File: config.mk
export PLATFORM = sky130hd
export DESIGN_NAME = alu_issue_queue_flat
export DESIGN_NICKNAME = d
export VERILOG_FILES = /design/src/rtl/alu_issue_queue_if.sv /design/src/rtl/alu_issue_queue.sv /design/src/flat_wrapper.sv
export SDC_FILE = /design/constraint.sdc
export NUM_CORES = 2
export LEC_CHECK = 0
export CAP_MARGIN = 20
export CORE_ASPECT_RATIO = 0.5
export CORE_MARGIN = 4
export CORE_UTILIZATION = 50
export CTS_CLUSTER_SIZE = 16
export DETAILED_ROUTE_END_ITERATION = 10
export GPL_TIMING_DRIVEN = 0
export MAX_ROUTING_LAYER = met4
export PLACE_DENSITY = 0.83
export SLEW_MARGIN = 30
export SYNTH_ARGS = -nofsm -noshare
export SYNTH_HDL_FRONTEND = slang
export SYNTH_SLANG_ARGS = --single-unit
File: constraint.sdc
create_clock -name clk -period 3.75 [get_ports clk]
set_input_delay 0.5625 -clock clk [delete_from_list [all_inputs] [get_ports clk]]
set_output_delay 0.5625 -clock clk [all_outputs]
set_load 0.1 [all_outputs]
File: src/rtl/alu_issue_queue_if.sv
// Dispatch, CDB, ALU-issue and writeback signals of the ALU issue queue.
// The master side is the surrounding core; the slave side is the queue.
interface alu_issue_queue_if #(
  parameter int TAG_W = 6
);
  logic             dispatch_valid;
  logic             dispatch_ready;
  logic [4:0]       dispatch_aluop;
  logic [31:0]      dispatch_pc;
  logic [TAG_W-1:0] dispatch_dest_tag;
  logic [TAG_W-1:0] dispatch_src1_tag;
  logic [TAG_W-1:0] dispatch_src2_tag;
  logic             dispatch_src1_rdy;
  logic             dispatch_src2_rdy;
  logic [31:0]      dispatch_src1_val;
  logic [31:0]      dispatch_src2_val;
  logic             cdb_valid;
  logic [TAG_W-1:0] cdb_tag;
  logic [31:0]      cdb_data;
  logic             alu_en;
  logic [4:0]       alu_aluop;
  logic [31:0]      alu_a;
  logic [31:0]      alu_b;
  logic [31:0]      alu_pc;
  logic             wb_valid;
  logic [TAG_W-1:0] wb_tag;
  logic             wb_ack;

  modport master (
    output dispatch_valid, dispatch_aluop, dispatch_pc, dispatch_dest_tag,
           dispatch_src1_tag, dispatch_src2_tag, dispatch_src1_rdy, dispatch_src2_rdy,
           dispatch_src1_val, dispatch_src2_val, cdb_valid, cdb_tag, cdb_data, wb_ack,
    input  dispatch_ready, alu_en, alu_aluop, alu_a, alu_b, alu_pc, wb_valid, wb_tag
  );

  modport slave (
    input  dispatch_valid, dispatch_aluop, dispatch_pc, dispatch_dest_tag,
           dispatch_src1_tag, dispatch_src2_tag, dispatch_src1_rdy, dispatch_src2_rdy,
           dispatch_src1_val, dispatch_src2_val, cdb_valid, cdb_tag, cdb_data, wb_ack,
    output dispatch_ready, alu_en, alu_aluop, alu_a, alu_b, alu_pc, wb_valid, wb_tag
  );
endinterface

File: src/rtl/alu_issue_queue.sv
// Collapsing reservation station for the registered ALU: oldest-ready issue,
// CDB operand capture, and tracking of the ALU result awaiting the CDB.
module alu_issue_queue #(
  parameter int DEPTH = 4,
  parameter int TAG_W = 6
) (
  input logic clk,
  input logic rst,
  input logic flush,
  alu_issue_queue_if.slave bus
);
  localparam int IDX_W = $clog2(DEPTH);
  localparam int CNT_W = IDX_W + 1;

  typedef struct packed {
    logic [4:0]       aluop;
    logic [31:0]      pc;
    logic [TAG_W-1:0] dest;
    logic [TAG_W-1:0] s1_tag;
    logic             s1_rdy;
    logic [31:0]      s1_val;
    logic [TAG_W-1:0] s2_tag;
    logic             s2_rdy;
    logic [31:0]      s2_val;
  } entry_t;

  entry_t           ent_q [DEPTH];
  entry_t           ent_d [DEPTH];
  entry_t           disp_ent;
  entry_t           sel_ent;
  logic [CNT_W-1:0] count_q, count_d, count_rem;
  logic             wb_valid_q;
  logic [TAG_W-1:0] wb_tag_q;
  logic [IDX_W-1:0] sel;
  logic             found, can_issue, issue, accept;

  function automatic entry_t wake(entry_t e, logic v, logic [TAG_W-1:0] t, logic [31:0] d);
    entry_t r;
    r = e;
    if (v && !e.s1_rdy && e.s1_tag == t) begin
      r.s1_rdy = 1'b1;
      r.s1_val = d;
    end
    if (v && !e.s2_rdy && e.s2_tag == t) begin
      r.s2_rdy = 1'b1;
      r.s2_val = d;
    end
    return r;
  endfunction

  // Selection sees registered readiness only; scanning downward lets the oldest win.
  always_comb begin
    sel   = '0;
    found = 1'b0;
    for (int i = DEPTH - 1; i >= 0; i--) begin
      if (CNT_W'(i) < count_q && ent_q[i].s1_rdy && ent_q[i].s2_rdy) begin
        found = 1'b1;
        sel   = IDX_W'(i);
      end
    end
  end

  assign can_issue          = !flush && (!wb_valid_q || bus.wb_ack);
  assign issue              = can_issue && found;
  assign sel_ent            = ent_q[sel];
  assign bus.dispatch_ready = (count_q < CNT_W'(DEPTH));
  assign accept             = bus.dispatch_valid && bus.dispatch_ready && !flush;

  assign bus.alu_en    = issue;
  assign bus.alu_aluop = issue ? sel_ent.aluop  : '0;
  assign bus.alu_a     = issue ? sel_ent.s1_val : '0;
  assign bus.alu_b     = issue ? sel_ent.s2_val : '0;
  assign bus.alu_pc    = issue ? sel_ent.pc     : '0;
  assign bus.wb_valid  = wb_valid_q;
  assign bus.wb_tag    = wb_tag_q;

  always_comb begin
    disp_ent.aluop  = bus.dispatch_aluop;
    disp_ent.pc     = bus.dispatch_pc;
    disp_ent.dest   = bus.dispatch_dest_tag;
    disp_ent.s1_tag = bus.dispatch_src1_tag;
    disp_ent.s1_rdy = bus.dispatch_src1_rdy;
    disp_ent.s1_val = bus.dispatch_src1_val;
    disp_ent.s2_tag = bus.dispatch_src2_tag;
    disp_ent.s2_rdy = bus.dispatch_src2_rdy;
    disp_ent.s2_val = bus.dispatch_src2_val;
  end

  // Collapse over the issued slot (index wrap is harmless: the top slot becomes invalid).
  always_comb begin
    for (int i = 0; i < DEPTH; i++) begin
      if (issue && IDX_W'(i) >= sel)
        ent_d[i] = wake(ent_q[IDX_W'(i + 1)], bus.cdb_valid, bus.cdb_tag, bus.cdb_data);
      else
        ent_d[i] = wake(ent_q[i], bus.cdb_valid, bus.cdb_tag, bus.cdb_data);
    end
    count_rem = count_q - CNT_W'(issue);
    if (accept)
      ent_d[count_rem[IDX_W-1:0]] = wake(disp_ent, bus.cdb_valid, bus.cdb_tag, bus.cdb_data);
    count_d = count_rem + CNT_W'(accept);
  end

  always_ff @(posedge clk or negedge rst) begin
    if (!rst) begin
      ent_q      <= '{default: '0};
      count_q    <= '0;
      wb_valid_q <= 1'b0;
      wb_tag_q   <= '0;
    end else if (flush) begin
      count_q    <= '0;
      wb_valid_q <= 1'b0;
    end else begin
      ent_q   <= ent_d;
      count_q <= count_d;
      if (issue) begin
        wb_valid_q <= 1'b1;
        wb_tag_q   <= sel_ent.dest;
      end else if (bus.wb_ack) begin
        wb_valid_q <= 1'b0;
      end
    end
  end
endmodule

File: src/flat_wrapper.sv
// flat-port wrapper written by rule: the top's interface ports become plain ports
module alu_issue_queue_flat 
#(
  parameter int DEPTH = 4,
  parameter int TAG_W = 6
)
  (clk, rst, flush, bus_dispatch_valid, bus_dispatch_aluop, bus_dispatch_pc, bus_dispatch_dest_tag, bus_dispatch_src1_tag, bus_dispatch_src2_tag, bus_dispatch_src1_rdy, bus_dispatch_src2_rdy, bus_dispatch_src1_val, bus_dispatch_src2_val, bus_cdb_valid, bus_cdb_tag, bus_cdb_data, bus_wb_ack, bus_dispatch_ready, bus_alu_en, bus_alu_aluop, bus_alu_a, bus_alu_b, bus_alu_pc, bus_wb_valid, bus_wb_tag);
  alu_issue_queue_if #(.TAG_W(TAG_W)) bus_i ();
  input logic clk;
  input logic rst;
  input logic flush;
  input wire logic [$bits(bus_i.dispatch_valid)-1:0] bus_dispatch_valid;
  input wire logic [$bits(bus_i.dispatch_aluop)-1:0] bus_dispatch_aluop;
  input wire logic [$bits(bus_i.dispatch_pc)-1:0] bus_dispatch_pc;
  input wire logic [$bits(bus_i.dispatch_dest_tag)-1:0] bus_dispatch_dest_tag;
  input wire logic [$bits(bus_i.dispatch_src1_tag)-1:0] bus_dispatch_src1_tag;
  input wire logic [$bits(bus_i.dispatch_src2_tag)-1:0] bus_dispatch_src2_tag;
  input wire logic [$bits(bus_i.dispatch_src1_rdy)-1:0] bus_dispatch_src1_rdy;
  input wire logic [$bits(bus_i.dispatch_src2_rdy)-1:0] bus_dispatch_src2_rdy;
  input wire logic [$bits(bus_i.dispatch_src1_val)-1:0] bus_dispatch_src1_val;
  input wire logic [$bits(bus_i.dispatch_src2_val)-1:0] bus_dispatch_src2_val;
  input wire logic [$bits(bus_i.cdb_valid)-1:0] bus_cdb_valid;
  input wire logic [$bits(bus_i.cdb_tag)-1:0] bus_cdb_tag;
  input wire logic [$bits(bus_i.cdb_data)-1:0] bus_cdb_data;
  input wire logic [$bits(bus_i.wb_ack)-1:0] bus_wb_ack;
  output wire logic [$bits(bus_i.dispatch_ready)-1:0] bus_dispatch_ready;
  output wire logic [$bits(bus_i.alu_en)-1:0] bus_alu_en;
  output wire logic [$bits(bus_i.alu_aluop)-1:0] bus_alu_aluop;
  output wire logic [$bits(bus_i.alu_a)-1:0] bus_alu_a;
  output wire logic [$bits(bus_i.alu_b)-1:0] bus_alu_b;
  output wire logic [$bits(bus_i.alu_pc)-1:0] bus_alu_pc;
  output wire logic [$bits(bus_i.wb_valid)-1:0] bus_wb_valid;
  output wire logic [$bits(bus_i.wb_tag)-1:0] bus_wb_tag;
  assign bus_i.dispatch_valid = bus_dispatch_valid;
  assign bus_i.dispatch_aluop = bus_dispatch_aluop;
  assign bus_i.dispatch_pc = bus_dispatch_pc;
  assign bus_i.dispatch_dest_tag = bus_dispatch_dest_tag;
  assign bus_i.dispatch_src1_tag = bus_dispatch_src1_tag;
  assign bus_i.dispatch_src2_tag = bus_dispatch_src2_tag;
  assign bus_i.dispatch_src1_rdy = bus_dispatch_src1_rdy;
  assign bus_i.dispatch_src2_rdy = bus_dispatch_src2_rdy;
  assign bus_i.dispatch_src1_val = bus_dispatch_src1_val;
  assign bus_i.dispatch_src2_val = bus_dispatch_src2_val;
  assign bus_i.cdb_valid = bus_cdb_valid;
  assign bus_i.cdb_tag = bus_cdb_tag;
  assign bus_i.cdb_data = bus_cdb_data;
  assign bus_i.wb_ack = bus_wb_ack;
  assign bus_dispatch_ready = bus_i.dispatch_ready;
  assign bus_alu_en = bus_i.alu_en;
  assign bus_alu_aluop = bus_i.alu_aluop;
  assign bus_alu_a = bus_i.alu_a;
  assign bus_alu_b = bus_i.alu_b;
  assign bus_alu_pc = bus_i.alu_pc;
  assign bus_wb_valid = bus_i.wb_valid;
  assign bus_wb_tag = bus_i.wb_tag;
  alu_issue_queue #(.DEPTH(DEPTH), .TAG_W(TAG_W)) u_core (.clk(clk), .rst(rst), .flush(flush), .bus(bus_i));
endmodule
==> run metrics <==
status complete, but fails checks; violated checks negative setup slack; flop and latch count out of synthesis 494; critical path's top delay family buffers and inverters; WP data required 4.23 ns; clk sinks roughly 490; I/O Buffers 267; fin. max-slew vios 0; Min-Delay Path Class input pin to async pin; Fin Setup TNS -0.111 ns; max cap viols 0; Initial Util around half; post-route clock period utilization 101%; buffers and inverters on the worst path 5; Seq/Total Area, Yosys about 45%; crit end category register; Slowest cell on crit path clkdlybuf4s15_1; Syn Nets 3210; antenna violations before repair 3; drt total wl ~120000 um; Pre-antenna DRT Iters 10; Critical Path Source Type input pin; Via Count roughly 30000; post-place setup slack -2.13 ns; initial drt markers 5331; cells after synthesis 3042; total congestion overflow 0; PnR Total Power about 28 mW; number of global-route vias before repair ~29000; synthesized cell area about 27000 um2; Worst-path clk slew approximately 0.06 ns; Routed Antenna Nets 0; Clock Latency Late Sink about 0.61 ns; Synth Warn # 0; number of cell rows 60; Routed WL per cell approximately 29 um; final setup margin -0.0421 ns; IO Pins approximately 280; Post-synth EDFFs 0; RD Place Congestion between 1 and 1.5; Vias/cell just over 7; synthesized area per cell between 9 and 10 um2; CTS buffer count between 40 and 50; share of the synthesized area in the top cell type approximately 45%; Area after DPL between 30000 and 40000 um2; DIE AREA 59000 um2; post-synth top area cell dfrtp_1; area of the core between 50000 and 60000 um2; largest net degree at the start of global routing 88; Cell variety after synth 63; final hold viol count 0; Max stage delay on crit path ~0.82 ns; DPL Wire Length about 84000 um; final setup violation count 4; Pleak 15.3 nW; CTS tree yes; ys async rst share 100%; Clock Tree Buf Depth 3; pwr/cell area 832 nW/um2; maximum fanout along the worst path 11; synth top area cells dfrtp_1 (45%), nand2_1 (9.1%), mux4_2 (4.4%); Slew HR a little under a third; number of nets in the layout approximately 3500; count leader, synth nand2_1; Max rail drop VDD around 400 uV; first-pass GRT wire length approximately 180000 um; Die Wd 340 um; H-tree levels 2; GRT Resource Usage Total a little over 40%; Die Height around 170 um; Area growth, synth to finish 23.5%; Achievable Freq between 200 and 300 MHz; Slew @ Worst Pin approximately 1.0 ns; RSZ-0062 raised after global routing true; clock root buffer master clkbuf_16; most common library cells after synthesis nand2_1 (669), dfrtp_1 (494), nor2_1 (318); final hold slack approximately 0.4 ns; clk_skew slightly below 0.03 ns; type of the worst setup path input pin to register; # DRC 0; Design Area, Final 33900 um2; fin crit period between 3 and 4 ns; layout cell share with drive strength beyond 1 14.8%; predominant post-synthesis flop cell dfrtp_1; Most Frequent Cell on Critical Path clkbuf_1; worst path arrival time about 4.3 ns; crit-path cells clkdlybuf4s50_1, clkdlybuf4s15_1, clkbuf_1, buf_1, clkbuf_1, nand2_1, o221ai_1
report_power, final:
group | switching (mW) | internal, mW | leakage, nW
Clock | 2.27 | 2.72 | 0.753
Combinational | 8.15 | 5.15 | 8.56
Sequential | 2.04 | 7.91 | 5.99
stage by stage:
step           util (%)  std cells
2_1_floorplan         -       3042
3_3_place_gp       57.6       4022
6_report           62.8       4123
5_1_grt            62.8       4122
3_5_place_dp       57.9       4028
4_1_cts            61.8       4115
flip-flops by register name, summed over array words and instances, names as in the netlist:
| signal | flops |
|---|---|
| u_core.count_q | 3 |
| u_core.ent_q | 484 |
| u_core.bus.wb_valid | 1 |
| u_core.bus.wb_tag | 6 |
worst register-to-register path, stage by stage, from the launching register on:
cell	delay (ns)
dfrtp_2	0.48
o211ai_1	0.32
nand2_2	0.13
o21ai_4	0.27
inv_4	0.11
buf_8	0.19
clkbuf_8	0.20
ha_4	0.17
ha_2	0.39
inv_4	0.07
nand2_2	0.28
clkbuf_4	0.39
clkbuf_2	0.39
o221ai_1	0.18
kinds of logic after synthesis:
family | synth area share [%]
adder cells (fa/ha/maj) | 0.137
flip-flops | 45.0
AND/OR/NAND/NOR | 19.3
multiplexers | 9.23
buffers and inverters | 5.42
AO/OA/AOI/OAI | 18.9
XOR/XNOR | 2.01
worst paths after layout:
check / startpoint / endpoint / slack [ns] / depth (start not counted)
worst max register to register: u_core.count_q[2]$_DFF_PN0_ / u_core.ent_q[68]$_DFFE_PN0N_ / 0.03 / 13
worst min-delay path: rst / u_core.ent_q[193]$_DFFE_PN0P_ / 0.40 / 2
worst max-delay path: flush / u_core.ent_q[56]$_DFFE_PN0N_ / -0.04 / 7
max in group asynchronous: rst / u_core.ent_q[128]$_DFFE_PN0N_ / 1.82 / 5
min in group clk: u_core.ent_q[207]$_DFFE_PN0P_ / u_core.ent_q[207]$_DFFE_PN0P_ / 0.48 / 2
worst min register to register: u_core.ent_q[207]$_DFFE_PN0P_ / u_core.ent_q[207]$_DFFE_PN0P_ / 0.48 / 2
metal layers:
layer / GRT usage (%) / wire length (um) / up-vias
li1: - / - / 11700
met1: 52.1 / 43600 / 14100
met2: 58.3 / 51500 / 2771
met3: 11.3 / 16700 / 623
met4: 23.0 / 8780 / 0
met5: - / 0 / -
final cells by class:
class                      instances  area, um2
sequential                       494      12400
tap                              713        892
timing repair buffer             285       3080
multi-input combinational       2172      14100
clock buffer                      68       1360
clock inverter                    13        183
fill                            4334      20100
antenna                            3       7.51
inverter                         104        398
buffer                           271       1560
placed cells by master, fill, tap and decap left out, drive strengths merged, types with 4 or more instances in the layout:
cell type,instances
dfrtp,494
o31ai,6
xor2,21
o22ai,47
nand3b,4
clkbuf,259
o311ai,32
a21oi,36
a22oi,30
a221o,14
o211ai,52
clkinv,8
inv,105
nor3,43
a221oi,79
nor2b,8
or3,98
o21ai,38
a211oi,8
nand3,10
mux2i,114
o211a,14
and2,63
buf,199
nand2,670
xnor2,42
and3,11
nand4,9
nor2,320
o221ai,112
clkdlybuf4s50,164
mux4,54
nor4,4
o21a,34
a31oi,112
a222oi,49
mux2,16
repair_timing:
item	4_1_cts	5_1_grt
endpoints found under the setup margin	588	550
pin swaps	6	10
cloned	1	3
gates resized for setup	852	142
setup buffers	6	2
hold endpoints to repair	23	0
hold buffers	1	0
No activity file was read; power rests on OpenSTA's default activity.
